[src/rtl/interconnect_pkg.sv]
// Shared types and constants for the interconnect FIFO drain path.
package interconnect_pkg;

  localparam int unsigned BURST_CNT_W = 8;

  typedef enum logic [1:0] {
    StIdle,
    StActive,
    StDrain
  } tx_state_e;

  // Counter width for a modulo-n counter, never narrower than one bit.
  function automatic int unsigned cnt_width(input int unsigned n);
    return (n > 1) ? $clog2(n) : 1;
  endfunction

endpackage

[src/rtl/skid_buffer.sv]
// Two-entry registered buffer (head + skid) with valid/ready on both sides.
module skid_buffer #(
  parameter int unsigned Width = 5
) (
  input  logic             clk_i,
  input  logic             rstn_i,
  input  logic             in_valid_i,
  input  logic [Width-1:0] in_data_i,
  output logic             in_ready_o,
  output logic             out_valid_o,
  output logic [Width-1:0] out_data_o,
  input  logic             out_ready_i,
  output logic [1:0]       occ_o
);

  logic [Width-1:0] head_q, head_d;
  logic [Width-1:0] skid_q, skid_d;
  logic [1:0]       occ_q, occ_d;
  logic             valid_q, valid_d;
  logic             push, xfer;

  assign in_ready_o  = (occ_q != 2'd2);
  assign out_valid_o = valid_q;
  assign out_data_o  = head_q;
  assign occ_o       = occ_q;

  always_comb begin
    push    = in_valid_i && in_ready_o;
    xfer    = valid_q && out_ready_i;
    head_d  = head_q;
    skid_d  = skid_q;
    occ_d   = occ_q;
    unique case ({push, xfer})
      2'b10: begin
        if (occ_q == 2'd0) head_d = in_data_i;
        else               skid_d = in_data_i;
        occ_d = occ_q + 2'd1;
      end
      2'b01: begin
        if (occ_q == 2'd2) head_d = skid_q;
        occ_d = occ_q - 2'd1;
      end
      2'b11: begin
        // Occupancy holds; the older skid word moves up ahead of the new one.
        if (occ_q == 2'd1) begin
          head_d = in_data_i;
        end else begin
          head_d = skid_q;
          skid_d = in_data_i;
        end
      end
      default: ;
    endcase
    valid_d = (occ_d != 2'd0);
  end

  always_ff @(posedge clk_i or negedge rstn_i) begin
    if (!rstn_i) begin
      head_q  <= '0;
      skid_q  <= '0;
      occ_q   <= 2'd0;
      valid_q <= 1'b0;
    end else begin
      head_q  <= head_d;
      skid_q  <= skid_d;
      occ_q   <= occ_d;
      valid_q <= valid_d;
    end
  end

endmodule

[src/rtl/fifo_stream_tx.sv]
// FIFO drain: pops a show-ahead FIFO into a registered stream, tags bursts, counts them.
module fifo_stream_tx
  import interconnect_pkg::*;
#(
  parameter int unsigned DATA_WIDTH = 4,
  parameter int unsigned BURST_LEN  = 4
) (
  input  logic                   clk_i,
  input  logic                   rstn_i,
  input  logic                   enable_i,
  input  logic [DATA_WIDTH-1:0]  fifo_data_i,
  input  logic                   fifo_empty_i,
  output logic                   fifo_pop_o,
  output logic [DATA_WIDTH-1:0]  tx_data_o,
  output logic                   tx_last_o,
  output logic                   tx_valid_o,
  input  logic                   tx_ready_i,
  output logic                   busy_o,
  output logic [BURST_CNT_W-1:0] burst_cnt_o
);

  localparam int unsigned BeatW = cnt_width(BURST_LEN);
  localparam logic [BeatW-1:0] BeatLast = BeatW'(BURST_LEN - 1);

  tx_state_e              state_q;
  logic [BeatW-1:0]       beat_cnt_q;
  logic [BURST_CNT_W-1:0] burst_cnt_q;

  logic                  buf_ready;
  logic [1:0]            occ;
  logic [DATA_WIDTH:0]   buf_out;
  logic                  pop;

  // Pop never looks at tx_ready_i, keeping the sink's ready off the FIFO pop path.
  assign pop = rstn_i && enable_i && !fifo_empty_i && buf_ready && (state_q != StDrain);

  skid_buffer #(
    .Width(DATA_WIDTH + 1)
  ) u_skid_buffer (
    .clk_i      (clk_i),
    .rstn_i     (rstn_i),
    .in_valid_i (pop),
    .in_data_i  ({fifo_data_i, (beat_cnt_q == BeatLast)}),
    .in_ready_o (buf_ready),
    .out_valid_o(tx_valid_o),
    .out_data_o (buf_out),
    .out_ready_i(tx_ready_i),
    .occ_o      (occ)
  );

  assign fifo_pop_o  = pop;
  assign tx_data_o   = buf_out[DATA_WIDTH:1];
  assign tx_last_o   = buf_out[0];
  assign busy_o      = (state_q != StIdle);
  assign burst_cnt_o = burst_cnt_q;

  // Beat alignment survives IDLE/DRAIN; only reset re-aligns bursts.
  always_ff @(posedge clk_i or negedge rstn_i) begin
    if (!rstn_i) begin
      state_q     <= StIdle;
      beat_cnt_q  <= '0;
      burst_cnt_q <= '0;
    end else begin
      if (pop) begin
        beat_cnt_q <= (beat_cnt_q == BeatLast) ? '0 : beat_cnt_q + BeatW'(1);
      end
      if (tx_valid_o && tx_ready_i && tx_last_o) begin
        burst_cnt_q <= burst_cnt_q + BURST_CNT_W'(1);
      end
      case (state_q)
        StIdle: begin
          if (enable_i && !fifo_empty_i) state_q <= StActive;
        end
        StActive: begin
          if (!enable_i)                                       state_q <= StDrain;
          else if (fifo_empty_i && (occ == 2'd0) && !pop)      state_q <= StIdle;
        end
        StDrain: begin
          if (enable_i)               state_q <= StActive;
          else if (occ == 2'd0)       state_q <= StIdle;
        end
        default: state_q <= StIdle;
      endcase
    end
  end

endmodule
[config.mk]
export PLATFORM = sky130hd
export DESIGN_NAME = fifo_stream_tx
export DESIGN_NICKNAME = d
export VERILOG_FILES = /design/src/rtl/interconnect_pkg.sv /design/src/rtl/skid_buffer.sv /design/src/rtl/fifo_stream_tx.sv
export SDC_FILE = /design/constraint.sdc
export NUM_CORES = 1
export LEC_CHECK = 0
export ABC_AREA = 1
export CAP_MARGIN = 40
export CORE_MARGIN = 2
export CORE_UTILIZATION = 52
export CTS_CLUSTER_DIAMETER = 40
export DETAILED_ROUTE_END_ITERATION = 7
export PLACE_DENSITY = 0.8
export SETUP_SLACK_MARGIN = 0.5
export SYNTH_ARGS = -nofsm -noshare
export SYNTH_HDL_FRONTEND = slang
export SYNTH_HIERARCHICAL = 1
export SYNTH_SLANG_ARGS = --single-unit
[constraint.sdc]
create_clock -name clk_i -period 2.55 [get_ports clk_i]
set_input_delay 0.255 -clock clk_i [delete_from_list [all_inputs] [get_ports clk_i]]
set_output_delay 0.255 -clock clk_i [all_outputs]
set_load 0.02 [all_outputs]
==> results.txt <==
The run gives 1410 um2 as the post-synth design cell area. The post-route netlist has 14.5% of its cells at a drive strength greater than 1. The number of endpoints with negative hold slack in the final report was 0. Max-cap violations in this run came to 0.

The number of vias after detailed routing is 1,224, and the number of I/O port buffers is 24. The required time reported for the critical path endpoint came out at 2.77 ns. Of all nets on the critical path, the largest fanout is 6.

The post-synthesis net count is 201, and the static power due to leakage is 0.935 nW. Yosys printed 6 warnings. For the number of antenna violations at the first check in global routing, the log shows 0. Relative to the synthesized area, the layout overhead comes to 25.3%. TritonCTS built the clock tree. Number of fill cells: 215. The number of nets in the final layout was 232; the average cell area after synthesis was 7.66 um2.

In this run the clock root is driven by a clkbuf_4. For the worst relative slew slack, the log shows 78.6%. The buffers plus inverters on the worst setup path was 5. Broken down by cell family, the worst path's largest delay share belongs to simple AND/OR/NAND/NOR gates.

The count of nets left with antenna violations once routing finished came out at 0. The aggregate global routing overflow was 0. Post-layout instance count excluding filler cells: 244. Launching element type of the critical path: a flop. For the clock latency on the worst-skew pair, the log shows 0.31 ns. 25 I/O pins were placed. The floorplan step defined a die boundary enclosing 3140 um2. Yosys attributes the largest share of cell area to dfrtp_1, nand2_1, ha_1, inv_1, nand3_1. The most common cell after layout, fill and taps aside was nand2_1.

Worst hold-check path type: input pin to asynchronous set/reset pin. The first-pass GRT wire length was 4.99 mm; the number of distinct library cells after synthesis was 19. Hold timing on the final database bottoms out at a slack of 0.391 ns.

The flow ran to the end, and the final reports show no timing, DRC or antenna violations. Counting every instance in the synthesized netlist gives 184. The average detailed-routed wire length per instance works out to 12.3 um. TritonCTS created 3 clock buffers.

Traced cell by cell, the critical path runs through inv_1 -> ha_1 -> inv_2 -> nand3_2 -> inv_2 -> nand2_2 -> inv_2 -> ha_4 -> inv_2 -> o21ai_4 -> nand2_4 -> nand2_1 -> nand2_1. Summed over all failing endpoints, the final setup total negative slack is 0 ns. The initial detailed-routing violation count is 25.

VDD sags by at most 0.604 mV. Entering global routing, the biggest net connects 26 pins. The buffer depth of the longest clock path was 2; the total of endpoints with negative setup slack in the final report was 0.

For the starting density of the core, the log shows 55.9%. For this design the ratio of total power to cell area is 873 nW/um2. In this run the standard cell core region covers 2520 um2. For the number of global-route vias before repair, the log shows 1,218. The number of slew-limit violations in the final report is 0, and the clock period minus worst slack is 1.94 ns. On the critical path, the stage with the largest delay is an instance of dfrtp_1. The worst setup path is captured at a flop. Setup repair after global routing left no endpoint under its margin.

The number of remaining DRC errors was 0. The longest individual stage delay on the worst path came out at 0.37 ns. The cell type with the highest occurrence count on the critical path is inv_2. Detailed placement finished with a half-perimeter wire length of 2.30 mm. The worst setup path is of the flop to flop kind. Counting tap cells, the placed design contains a total of 239 instances.

The maximum achievable frequency was 0.517 GHz. The ratio of routed vias to standard cells is 5.02. Cell type with the largest total area after synthesis: dfrtp_1. The H-tree depth is 1.

The first detailed-routing pass ran for 4 iterations. The clock-pin slew of the registers on the worst-case setup and hold paths was 0.14 ns. Leaving out fill and tap cells, the most frequent cells in the layout are nand2_1, dfrtp_1, clkdlybuf4s50_1, inv_1, nand3_1. In this run, post-CTS hold repair placed 0 buffers.

At the end of routability-driven placement, the weighted congestion stood at 0.834. The overall track demand over capacity in global routing is 19.6%, and the number of sinks driven by the clock tree is 25. In this run the biggest area consumer among cell types represents 44.4% of the synthesized area.

For the pin with the worst max-slew slack, the measured transition is 0.321 ns. The final cycle utilization of the critical path is 75.9%. In this run the horizontal extent of the chip is 56.1 um. At the worst endpoint, the arrival time is 2.15 ns. For the final database, setup skew stands at 0.00558 ns.

In this run, synthesis produced a sequential element count of 25. The repair_antennas step left the layout with diodes totalling 0. The share of the Yosys chip area taken by registers is 44.4%. The die is 56.1 um tall. The run gives 2.99 mm as the final wirelength. The tools report the floorplan row count as 18.
## path summary, 6_finish.rpt
check                                          end               startpoint  slack (ns)  cells past startpoint
hold reg to reg            u_skid_buffer/skid_q[2]  u_skid_buffer/skid_q[2]        0.49                      2
setup / recovery           u_skid_buffer/skid_q[1]   u_skid_buffer/occ_o[0]        0.61                     13
max in group asynchronous  u_skid_buffer/skid_q[1]                   rstn_i        1.91                      2
hold / removal                      burst_cnt_o[0]                   rstn_i        0.39                      2
min in group clk_i         u_skid_buffer/skid_q[2]  u_skid_buffer/skid_q[2]        0.49                      2
setup reg to reg           u_skid_buffer/skid_q[1]   u_skid_buffer/occ_o[0]        0.61                     13
## state kept, by name (all words and copies together), names as in the netlist
signal,cells
burst_cnt_o,8
u_skid_buffer/occ_o,2
state_q,2
u_skid_buffer/out_data_o,5
beat_cnt_q,2
u_skid_buffer/skid_q,5
u_skid_buffer/out_valid_o,1
## metal layers
metal  share of wire, %  global-route usage [%]  up-vias
li1                   -                       -      620
met1                 44                    24.6      567
met2                 50                    33.3       33
met3                4.8                    2.79        4
met4               0.97                    8.84        0
met5                  0                       0        -
## cell usage after synthesis
master	number
o21ai_1	1
nand2_2	6
nor2_1	9
nand3_1	15
nand2_1	72
o21ai_4	1
inv_1	24
xor2_1	3
inv_2	5
dfrtp_1	25
xnor2_1	1
or2_2	1
ha_1	8
o21ai_0	3
nand2_4	1
nand4_1	2
nand3_4	1
o211ai_1	2
nor2_2	4
## metrics by stage
step / instance area, um2 / total power [mW] / util, % / worst slack, ns
global route: 1770 / 1.66 / 70.0 / 0.497
detailed placement: 1700 / 1.34 / 67.2 / 0.324
floorplan: 1410 / 1.07 / - / 0.660
CTS: 1730 / 1.52 / 68.7 / 0.542
finish: 1770 / 1.54 / 70.0 / 0.614
global placement: 1700 / 1.30 / 67.2 / 0.395
## cell type report
cell class,instances,area [um2],share of cell area [%]
clock buffers,3,22.5,1.27
inverters,29,109,6.16
well taps,30,37.5,2.12
repair buffers,26,254,14.4
flip-flops and latches,25,626,35.4
clock inverters,1,5.00,0.283
multi-input cells,130,713,40.4
## logic make-up (layout without fill, tap and decap cells)
| kind of cell | Yosys count | count (layout) | share of synthesized area [%] |
|---|---|---|---|
| adders and majority gates | 8 | 8 | 7.10 |
| buffers and inverters | 29 | 59 | 7.72 |
| and+or+nand+nor | 111 | 111 | 34.7 |
| AOI/OAI and AO/OA | 7 | 7 | 3.64 |
| xor gates and xnor gates | 4 | 4 | 2.48 |
| DFF | 25 | 25 | 44.4 |
## timing repair
item / in CTS / in global routing
resized for setup: 2 / 8
pin swaps: 0 / 1
endpoints found under the setup margin: 11 / 12
setup buffers: 1 / 0
## power by group
group / leakage [nW] / switching, mW / internal, mW / total, mW
combinational: 0.593 / 0.428 / 0.301 / 0.729
clock: 0.0177 / 0.118 / 0.0586 / 0.177
sequential: 0.324 / 0.107 / 0.528 / 0.636
Power figures use the tool's default switching activity.
